**config.mk**
```make
export PLATFORM = sky130hd
export DESIGN_NAME = pipeline_perf_counter
export DESIGN_NICKNAME = d
export VERILOG_FILES = /design/src/rtl/pipeline_perf_counter.sv
export SDC_FILE = /design/constraint.sdc
export NUM_CORES = 1
export LEC_CHECK = 0
export BUFFER_PORTS_ARGS = -buffer_cell sky130_fd_sc_hd__buf_2
export CELL_PAD_IN_SITES_DETAIL_PLACEMENT = 0
export CELL_PAD_IN_SITES_GLOBAL_PLACEMENT = 2
export CORE_MARGIN = 2
export CORE_UTILIZATION = 38
export DETAILED_ROUTE_END_ITERATION = 10
export PLACE_DENSITY = 0.78
export RECOVER_POWER = 25
export SKIP_CTS_REPAIR_TIMING = 1
export SLEW_MARGIN = 20
export SYNTH_ARGS = -nofsm -noshare
export SYNTH_HDL_FRONTEND = slang
export SYNTH_SLANG_ARGS = --single-unit
```
**constraint.sdc**
```tcl
create_clock -name clk_i -period 4.8 [get_ports clk_i]
set_clock_uncertainty 0.1 [all_clocks]
set_input_delay 0.24 -clock clk_i [delete_from_list [all_inputs] [get_ports clk_i]]
set_output_delay 0.24 -clock clk_i [all_outputs]
set_load 0.02 [all_outputs]
```
**src/rtl/pipeline_perf_counter.sv**
```systemverilog
// Performance-event counter bank: a RUN-cycle counter plus NUM_EVENTS event counters,
// an automatic cycle limit, sticky overflow flags and a snapshot bank read by index.
module pipeline_perf_counter #(
    parameter int NUM_EVENTS = 4,
    parameter int CNT_W      = 32,
    parameter int MAX_CYCLES = 64,
    parameter int SAT_MODE   = 0,
    localparam int SEL_W     = $clog2(NUM_EVENTS + 1)
) (
    input  logic                  clk_i,
    input  logic                  rst_i,
    input  logic                  start_i,
    input  logic [NUM_EVENTS-1:0] event_i,
    input  logic                  clear_i,
    input  logic                  snap_i,
    input  logic [SEL_W-1:0]      rd_sel_i,
    output logic [CNT_W-1:0]      rd_data_o,
    output logic [CNT_W-1:0]      cycle_o,
    output logic                  limit_hit_o,
    output logic [NUM_EVENTS:0]   overflow_o,
    output logic [1:0]            state_o
);

    localparam int NC = NUM_EVENTS + 1;

    localparam logic [1:0] IDLE  = 2'b00;
    localparam logic [1:0] RUN   = 2'b01;
    localparam logic [1:0] PAUSE = 2'b10;
    localparam logic [1:0] DONE  = 2'b11;

    // Cycle value at which the next RUN edge reaches the limit.
    localparam logic [CNT_W-1:0] LAST = CNT_W'(MAX_CYCLES - 1);

    logic [1:0]       state, state_nxt;
    logic [CNT_W-1:0] cnt      [NC];
    logic [CNT_W-1:0] cnt_nxt  [NC];
    logic [CNT_W-1:0] shadow   [NC];
    logic [NC-1:0]    inc, ovf, ovf_set;
    logic             running, hit, lhit;
    logic [CNT_W-1:0] rd, rd_nxt;

    always_comb begin
        running = (state == RUN);
        hit     = running && (MAX_CYCLES != 0) && (cnt[0] == LAST);
        // Index 0 is the cycle counter, which increments on every RUN edge.
        inc     = running ? {event_i, 1'b1} : '0;
        ovf_set = '0;
        for (int unsigned i = 0; i < NC; i++) begin
            cnt_nxt[i] = cnt[i];
            if (inc[i]) begin
                if (&cnt[i]) begin
                    ovf_set[i] = 1'b1;
                    cnt_nxt[i] = (SAT_MODE != 0) ? '1 : '0;
                end else begin
                    cnt_nxt[i] = cnt[i] + CNT_W'(1);
                end
            end
        end

        state_nxt = state;
        case (state)
            IDLE:    if (start_i) state_nxt = RUN;
            RUN:     if (hit) state_nxt = DONE;
                     else if (!start_i) state_nxt = PAUSE;
            PAUSE:   if (start_i) state_nxt = RUN;
            default: state_nxt = state;
        endcase

        rd_nxt = '0;
        for (int unsigned i = 0; i < NC; i++) begin
            if (rd_sel_i == SEL_W'(i)) rd_nxt = shadow[i];
        end
    end

    always_ff @(posedge clk_i) begin
        if (rst_i) begin
            state <= IDLE;
            ovf   <= '0;
            lhit  <= 1'b0;
            rd    <= '0;
            for (int unsigned i = 0; i < NC; i++) begin
                cnt[i]    <= '0;
                shadow[i] <= '0;
            end
        end else if (clear_i) begin
            // The read port keeps sampling the pre-edge shadow even while clearing.
            state <= IDLE;
            ovf   <= '0;
            lhit  <= 1'b0;
            rd    <= rd_nxt;
            for (int unsigned i = 0; i < NC; i++) begin
                cnt[i]    <= '0;
                shadow[i] <= '0;
            end
        end else begin
            state <= state_nxt;
            ovf   <= ovf | ovf_set;
            lhit  <= hit;
            rd    <= rd_nxt;
            for (int unsigned i = 0; i < NC; i++) begin
                cnt[i] <= cnt_nxt[i];
                if (snap_i) shadow[i] <= cnt_nxt[i];
            end
        end
    end

    assign rd_data_o   = rd;
    assign cycle_o     = cnt[0];
    assign limit_hit_o = lhit;
    assign overflow_o  = ovf;
    assign state_o     = state;

endmodule
```
==> results.toml <==
[final_layout]
multi_input_area_um2 = 6760
area_delta_synth_final_pct = 14.88
final_layout_size_suffix_gt1_frac = 0.09518
layout_common_cells = "nor2_1, edfxtp_1, conb_1"
regArea_um2 = 10410
final_core_util = 0.4392
fin_nets = 1666
final_common_cell = "nor2_1"
fillCellCount = 4321

[synth]
synthesis.area_um2 = 17240
synth_ff_type = "edfxtp_1"
yosysSeqAreaShare = 0.6039
yosys_warnings = 0
yosysTopAreaCell = "edfxtp_1"
async_flop_share = 0
synth_edf_count = 320
syn_inst = 1443
ys_types = 55
yosys-top-cells-area = "edfxtp_1, nor2_1, dfxtp_1"
netlist.area_leader.share = 0.5575
yosys_register_bits = 360
syn_area_per_cell_um2 = 11.95

[global_route]
grt_pass1_vias = 11320
grt_max_degree = 80
grt_usage = 0.1896
gr-total-overflow = 0
grt_pass1_wl_um = 67110
antenna_found_initial = 1

[critical_path]
path_buf_inv = 2
critPathLaunchType = "input port"
crit_chain = "clkbuf_1 > or3_1 > buf_4"
cpMaxStageDelayCell = "or3_1"
crit_type = "input port to flop"
end_kind = "flop"
worst_ep_arrival_time_ns = 3.63
critPathRequiredTime_ns = 4.88
timing.rr.end = "shadow[0][7]$_SDFFCE_PN0P_"
cpPeakStageDelay_ns = 1.59
timing.critical_path.depth = 3
crit_fanout = 42
rrSetupSlack_ns = 1.33
cp_top_family = "buffers and inverters"
r2r-start = "state_o[0]$_SDFFE_PN0P_"
reg2reg_depth = 5

[timing]
setup_viol = 0
fin_crit_ns = 3.551
setup_ws_ns = 1.249
finalCritPeriodShare = 0.7398
rsz0062_at_grt = "no"
slew_violations = 75
setup_tns_ns = 0
hold_viol = 0
max_slew_margin = -0.3309
fmax_mhz = 281.6
worst_slew_pin_slew_ns = 1.996

[placement]
routabilityCongestion = 0.8205
dp_hpwl_um = 31680
io_buffers = 83
place_ws_ns = 1.274

[cts]
cts_buffer_depth = 3
cts_root_buf = "clkbuf_16"
numCtsBuffers = 42
cts.clk_slew.worst_paths_ns = 0.06
clock-sinks = 360
cts_tree = "built"
insertion_delay_ns = 0.57
htreeDepth = 2

[power_and_ir_drop]
leakage_nw = 7.045
power_frac_comb = 0.056
p_sw_mw = 1.671
ir_drop_mv = 0.2650
intPower_mw = 5.629
switching_share = 0.2289
clock_power_share = 0.440
cellPowerDensity_nw_per_um2 = 368.7
seqPwrFrac = 0.505

[min_path]
hp-class = "input port to flop"
min_path_cells = 4
worstHoldEndpoint = "shadow[0][97]$_SDFFCE_PN0P_"
worstHoldStart = "event_i[2]"

[floorplan]
num_io_pins = 84
die_w_um = 217.0
dieHeight_um = 217.0
rows = 78
coreArea_um2 = 45090
dieArea_um2 = 47080
initial_core_util = 0.3823

[route]
firstDrtPassIters = 7
wire_per_inst_um = 19.24
viasPerCell = 4.985
vias = 11380
drtIter0Drc = 798
drc = 0
wirelength_um = 43910
ant_nets = 0

[outcome]
violations = "capacitance limit, slew limit"
status = "complete, but fails checks"

[flow_run]
maxCapViolCount = 2
## logic make-up after synthesis
logic type                 share of synthesized area
DFF                                           0.6039
and+or+nand+nor                               0.2051
other                                      0.0002175
xor gates and xnor gates                     0.07317
AOI/OAI and AO/OA                            0.03092
muxes                                        0.04355
buffers and inverters                        0.03949
adders and majority gates                   0.003629
## power by group through the flow
stage	Combinational (mW)	Sequential, mW	Clock, mW
after floorplan	0.301	3.72	0
after global placement	0.412	3.74	0
after detailed placement	0.413	3.75	0
after CTS	0.414	3.68	3.29
after global routing	0.450	3.70	3.42
final	0.406	3.68	3.21
## worst max path at each step
stage,slack [ns],endpoint,from
finish,1.25,shadow[0][107]$_SDFFCE_PN0P_,rst_i
global route,0.68,rd_data_o[24]$_SDFF_PP0_,rd_sel_i[0]
CTS,1.27,cnt[0][14]$_SDFFCE_PN0P_,state_o[0]$_SDFFE_PN0P_
detailed placement,1.27,cnt[0][27]$_SDFFCE_PN0P_,state_o[0]$_SDFFE_PN0P_
global placement,1.45,cnt[0][6]$_SDFFCE_PN0P_,state_o[0]$_SDFFE_PN0P_
floorplan,0.23,shadow[0][0]$_SDFFCE_PN0P_,rst_i
## registers in the layout, summed over array words and instances (netlist names)
name / flops
cnt: 160
shadow: 160
state_o: 2
limit_hit_o: 1
rd_data_o: 32
overflow_o: 5
## synthesized netlist by cell type (8+ instances only)
cell type,n
edfxtp_1,320
a22oi_1,32
buf_2,12
o21ai_0,8
buf_6,12
xnor2_1,64
nand4_1,52
and2_1,15
mux4_2,32
nand3_1,67
inv_1,17
a21oi_1,12
nor2_1,376
nor4_1,28
and4_1,20
xor2_1,80
and3_1,21
dfxtp_1,40
clkbuf_1,24
buf_4,43
nor3_1,32
nand2_1,57
## cell type report
class / count / area share
Antenna cell: 1 / 0.0001264
Clock buffer: 57 / 0.05946
Timing Repair Buffer: 96 / 0.02167
Multi-Input combinational cell: 1132 / 0.3414
Tap cell: 600 / 0.03791
Clock inverter: 19 / 0.01055
Sequential cell: 360 / 0.5257
Inverter: 17 / 0.003222
## tightest hold or removal path, stage by stage
cell     delay, ns
buf_2         0.11
nand2_1       0.09
nand2_1       0.09
a21oi_1       0.06
## metal layers
metal,track usage,wire (µm),vias up
li1,-,-,5461
met1,0.2706,20590,5615
met2,0.2988,20130,236
met3,0.03005,2011,63
met4,0.05594,1174,0
met5,0,0,-
## metrics by stage
step	cell area [µm²]	cells	hold slack (ns)	total power [mW]
2_1_floorplan	17830	1602	0.3069	4.017
3_3_place_gp	18500	2204	0.3445	4.155
3_5_place_dp	18510	2204	0.3603	4.161
4_1_cts	19900	2280	-0.1466	7.390
5_1_grt	19800	2281	0.08745	7.570
6_report	19800	2282	0.09412	7.300
No activity file was read; power rests on OpenSTA's default activity.
